`src/rtl/project_period_counter_master.sv`:
```
// Master PWM time base: UP / DOWN / UP_DOWN period counter driving the slave sync/phase-load chain.
// Optional PERIOD_SHADOW_EN: the active period is a shadow register updated only at period boundaries.
module project_period_counter_master #(
  parameter int unsigned WIDTH = 16
) (
  input  logic             i_clk,
  input  logic             i_reset,
  input  logic             i_en,
  input  logic [1:0]       i_mode,
  input  logic [WIDTH-1:0] i_period,
  input  logic [WIDTH-1:0] i_compare_b,
  input  logic [1:0]       i_sync_sel,
  input  logic             i_sync_en,
  input  logic             i_sw_sync,
  output logic [WIDTH-1:0] o_count,
  output logic             o_dir,
  output logic             o_zero,
  output logic             o_period_match,
  output logic             o_sync,
  output logic             o_phase_en,
  output logic [WIDTH-1:0] o_period_active
);

  typedef enum logic [1:0] {ModeOff, ModeUp, ModeDown, ModeUpDown} mode_e;
  typedef enum logic [1:0] {SelZero, SelPeriod, SelCompUp, SelCompDown} sync_sel_e;

  mode_e            mode;
  sync_sel_e        sync_sel;
  logic             counting;
  logic [WIDTH-1:0] count_q, count_d, count_up, count_dn;
  logic             dir_q, dir_d;
  logic             zero_q, zero_d;
  logic             match_q, match_d;
  logic             sync_q, sync_d;
  logic             sw_hit, ev_hit;
  logic [WIDTH-1:0] period_active, period_next;

  assign mode     = mode_e'(i_mode);
  assign sync_sel = sync_sel_e'(i_sync_sel);
  assign counting = (mode != ModeOff);
  assign count_up = count_q + WIDTH'(1);
  assign count_dn = count_q - WIDTH'(1);

`ifdef PERIOD_SHADOW_EN
  logic [WIDTH-1:0] shadow_q;
  logic             shadow_load;

  assign shadow_load   = !i_en || (counting && (i_sw_sync || count_d == '0));
  assign period_active = shadow_q;
  assign period_next   = shadow_load ? i_period : shadow_q;

  always_ff @(posedge i_clk) begin
    if (i_reset) begin
      shadow_q <= '0;
    end else begin
      shadow_q <= period_next;
    end
  end
`else
  assign period_active = i_period;
  assign period_next   = i_period;
`endif

  // Reloads always take i_period: with shadowing it is the value being loaded into the shadow.
  always_comb begin
    count_d = count_q;
    dir_d   = dir_q;
    sw_hit  = 1'b0;
    if (i_en && counting) begin
      if (i_sw_sync) begin
        sw_hit  = 1'b1;
        count_d = (mode == ModeDown) ? i_period : '0;
        dir_d   = (mode == ModeDown);
      end else begin
        case (mode)
          ModeUp: begin
            dir_d   = 1'b0;
            count_d = (count_q >= period_active) ? '0 : count_up;
          end
          ModeDown: begin
            dir_d   = 1'b1;
            count_d = (count_q == '0) ? i_period : count_dn;
          end
          ModeUpDown: begin
            if (period_active == '0) begin
              count_d = '0;
              dir_d   = 1'b0;
            end else if (count_q == '0 || (!dir_q && count_q < period_active)) begin
              count_d = count_up;
              dir_d   = (count_up == period_active);
            end else begin
              count_d = count_dn;
              dir_d   = (count_dn != '0);
            end
          end
          default: ;
        endcase
      end
    end
  end

  // Events are decoded from the next count so the pulse lines up with the event value on o_count.
  always_comb begin
    ev_hit = 1'b0;
    unique case (sync_sel)
      SelZero:     ev_hit = (count_d == '0);
      SelPeriod:   ev_hit = (count_d == period_next);
      SelCompUp:   ev_hit = (count_d == i_compare_b) && !dir_d;
      SelCompDown: ev_hit = (count_d == i_compare_b) && dir_d;
      default:     ev_hit = 1'b0;
    endcase
    sync_d  = i_en && counting && i_sync_en && (sw_hit || ev_hit);
    zero_d  = i_en ? (count_d == '0) : zero_q;
    match_d = i_en ? (count_d == period_next) : match_q;
  end

  always_ff @(posedge i_clk) begin
    if (i_reset) begin
      count_q <= '0;
      dir_q   <= 1'b0;
      zero_q  <= 1'b1;
      match_q <= 1'b0;
      sync_q  <= 1'b0;
    end else begin
      count_q <= count_d;
      dir_q   <= dir_d;
      zero_q  <= zero_d;
      match_q <= match_d;
      sync_q  <= sync_d;
    end
  end

  assign o_count         = count_q;
  assign o_dir           = dir_q;
  assign o_zero          = zero_q;
  assign o_period_match  = match_q;
  assign o_sync          = sync_q;
  assign o_phase_en      = sync_q;
  assign o_period_active = period_active;

endmodule

```
`config.mk`:
```
export PLATFORM = sky130hd
export DESIGN_NAME = project_period_counter_master
export DESIGN_NICKNAME = d
export VERILOG_FILES = /design/src/rtl/project_period_counter_master.sv
export SDC_FILE = /design/constraint.sdc
export NUM_CORES = 1
export LEC_CHECK = 0
export BUFFER_PORTS_ARGS = -buffer_cell sky130_fd_sc_hd__buf_4
export CORE_MARGIN = 10
export CORE_UTILIZATION = 25
export CTS_CLUSTER_SIZE = 25
export DETAILED_ROUTE_END_ITERATION = 8
export GPL_ROUTABILITY_DRIVEN = 0
export PLACE_DENSITY = 0.42
export SETUP_SLACK_MARGIN = 0.1
export SYNTH_ARGS = -nofsm -noshare
export SYNTH_HDL_FRONTEND = slang
export SYNTH_SLANG_ARGS = --single-unit
```
`constraint.sdc`:
```
create_clock -name i_clk -period 7.31 [get_ports i_clk]
set_input_delay 0.3655 -clock i_clk [delete_from_list [all_inputs] [get_ports i_clk]]
set_output_delay 0.3655 -clock i_clk [all_outputs]
set_load 0.01 [all_outputs]
```
==> summary.md <==
| Metric | Value |
|---|---|
| Outcome | complete, no violations |
| Kind of capture point of the worst setup path | flop |
| Hold Buf Count CTS | 0 |
| EDFF count, synth | 0 |
| Final setup skew | 0.00149 ns |
| Die width | 157 µm |
| Fraction of final layout cells with drive strength greater than 1 | 17.2% |
| Max_cap viols | 0 |
| Start-to-end type of the worst setup path | flop to flop |
| Power per standard cell area | 150 mW/mm² |
| RSZ-0062 raised after global routing | no |
| Die Footprint | 0.0247 mm² |
| Number of buffers added for setup after CTS | 0 |
| Async set or reset register ratio after synthesis | 0% |
| Number of nets in the synthesized netlist | 730 |
| Global route total overflow | 0 |
| Cell area after technology mapping | 0.00470 mm² |
| Number of placed I/O pins | 78 |
| Number of antenna violations at the first check in global routing | 0 |
| Worst EP arrival | 5.49 ns |
| Count of placed standard cells including taps | 917 |
| Clock root cell | sky130_fd_sc_hd__clkbuf_16 |
| Peak supply drop | 0.000112 V |
| Upper clock frequency limit | roughly 0.19 GHz |
| Pin count of the biggest net entering global routing | 34 |
| Floorplan Core Area | 0.0186 mm² |
| CP max FO | 17 |
| Count of synthesis-stage warnings from yosys | 0 |
| Endpoints failing hold | 0 |
| Number of input and output port buffers inserted | 77 |
| Worst slew margin | roughly 14% |
| Number of global-route vias before repair | 5,851 |
| Final Max Slew Viols | 0 |
| Die Y-Extent | 157 µm |
| DRC violation count after routing | 0 |
| CP peak stage delay | 0.93 ns |
| Minimum hold slack | 0.449 ns |
| Detailed-route vias per instance | 6.46 |
| DRT Pass-1 Iters | 6 |
| DR WL/cell | between 20 and 30 µm |
| Portion of the clock cycle consumed by the worst path in the final layout | 72.3% |
| Transition at the pin with the smallest max-transition slack | 1.28 ns |
| Overall routing resource usage | 20.0% |
| Non-filler instance count after layout | 921 |
| TritonCTS clock tree | built |
| Global-route wire length before repair | 38,000 µm |
| Cell at the slowest stage of the critical path | sky130_fd_sc_hd__a2111oi_0 |
| Startpoint types | flop |
| Starting utilization of the core area | 25.3% |
| Lkg Pwr | 0.00203 µW |
| Cell row count | 50 |
| Most frequent standard cell in the layout excluding fill and tap cells | sky130_fd_sc_hd__buf_4 |
| Drt initial violations | 990 |
| Minimum period implied by the final worst setup slack | roughly 5.3 ns |
| Worst Hold Class | primary input to flop |
| Register clock-pin slew on the reported worst setup and hold paths | 0.06 ns |
| Fin Setup TNS | 0 ns |
| H-tree level count | 1 |
| Fill cell instance count of the final layout | between 2,000 and 2,500 |
| Cell count after synthesis | approximately 670 |
| Most frequent cells in the layout | sky130_fd_sc_hd__buf_4 (87), sky130_fd_sc_hd__nor2_1 (55), sky130_fd_sc_hd__a21oi_1 (44), sky130_fd_sc_hd__nand2_1 (37), sky130_fd_sc_hd__xnor2_1 (35) |
| Chain of cells forming the critical path | ha_1 -> a41oi_1 -> o21ai_1 -> a2111oi_0 -> nand3_1 -> o32ai_1 -> a221oi_1 -> xor2_1 -> o221ai_1 -> a2111o_1 -> nor4_1 -> a211o_1 |
| Crit path required time | 7.51 ns |
| Via count | 5,948 |
| Routed WL | 26,000 µm |
| Average cell area after synthesis | about 7.0 µm² |
| Post-detailed-route count of antenna-violating nets | 0 |
| Dominant register cell in the synthesized netlist | sky130_fd_sc_hd__dfxtp_1 |
| Nets | about 750 |
| Number of library cell types mapped by synthesis | 96 |
| Deepest clock path buffer count | 2 |
| Number of clock buffers inserted by TritonCTS | 3 |
| Part of the Yosys area used for sequential elements | 8.51% |
| Final number of setup-violating endpoints | 0 |
| Clock insertion delay at the later pin of the skew report | 0.26 ns |
| Number of antenna diodes | 0 |
| DPL Wire Length | approximately 20,000 µm |
| Number of sinks handled by clock tree synthesis | 20 |
| Synthesis-to-layout area growth | 12.1% |
| Register bit total from synthesis | 20 |
| Post_cts resized | 0 |
final cells by class:
class,instances,area [µm²],share of cell area (%)
Sequential cell,20,400,7.59
Timing Repair Buffer,87,653,12.4
Multi-Input combinational cell,543,3700,70.1
Clock buffer,3,75.1,1.42
Clock inverter,1,30.0,0.569
Inverter,33,124,2.35
Tap cell,234,293,5.55
worst max-delay path: cells and delay by family, from the launching register on:
family	cells	cell delay, ns
AO/OA/AOI/OAI	8	2.84
AND/OR/NAND/NOR	2	0.97
flip-flops	1	0.81
adder cells (fa/ha/maj)	1	0.40
XOR/XNOR	1	0.20
cells by family after synthesis:
kind of cell	Yosys count	synth area share, %
flops	20	8.51
xor+xnor	56	10.4
mux	3	0.638
compound gates	214	33.6
simple gates	250	28.6
buf+inv	106	13.0
fa+ha+maj	20	5.32
synth_stat cells, drive strengths merged, types with 3 or more instances:
cell type	number	area, µm²
nand2	37	139
nor4b	3	26.3
and2	7	43.8
a2bb2oi	4	41.3
a211oi	15	123
a21o	4	30.0
nor2	55	206
o311ai	3	26.3
o211a	4	40.0
o21a	3	22.5
buf	37	317
a221oi	6	58.8
o211ai	5	37.5
clkbuf	35	159
nor2b	9	56.3
or3	6	37.5
a31o	4	43.8
nand2b	5	31.3
nand4	17	106
ha	20	250
a21oi	44	220
a31oi	9	56.3
a2111oi	9	111
nor3b	5	37.5
xor2	21	184
mux2i	3	30.0
or4	7	63.8
a21boi	3	22.5
o2111ai	6	52.6
dfxtp	20	400
and4	3	27.5
o31ai	9	86.3
nor3	26	135
a211o	9	78.8
a41oi	3	26.3
o21ai	37	189
xnor2	35	307
nand3	29	145
o22ai	13	87.6
and3	6	37.5
o32ai	4	35.0
nor4	22	138
inv	32	120
flip-flops by register name, indices dropped and copies added (netlist names):
register,flops
o_phase_en,1
o_period_match,1
o_zero,1
o_count,16
o_dir,1
layer usage:
| layer | vias to the layer above | wire length, µm | GRT usage, % |
|---|---|---|---|
| met5 | - | 0 | 0 |
| met4 | 0 | 1300 | 7.57 |
| met3 | 98 | 2980 | 4.75 |
| met2 | 461 | 11400 | 31.6 |
| met1 | 2831 | 10300 | 25.8 |
| li1 | 2558 | - | - |
path summary, 6_finish.rpt:
kind / from / end / slack [ns] / depth (start not counted)
max: o_count[7] / o_phase_en / 2.03 / 12
max reg2reg: o_count[7] / o_phase_en / 2.03 / 12
min: i_reset / o_count[10] / 0.45 / 2
min reg2reg: o_zero / o_zero / 0.49 / 1
power breakdown:
part / internal, µW / total [µW] / switching [µW]
clock: 109 / 153 / 44.5
sequential: 117 / 147 / 29.3
combinational: 168 / 491 / 323
total: 394 / 791 / 397
through the flow:
stage	setup WS, ns	instance area (µm²)	total power, µW	util [%]
final	2.03	5280	791	28.4
after global routing	1.90	5280	820	28.4
after CTS	2.26	5280	773	28.4
after detailed placement	2.31	5170	618	27.8
after global placement	2.24	5170	625	27.8
after floorplan	3.21	4700	451	-
No activity file was read; power rests on OpenSTA's default activity.
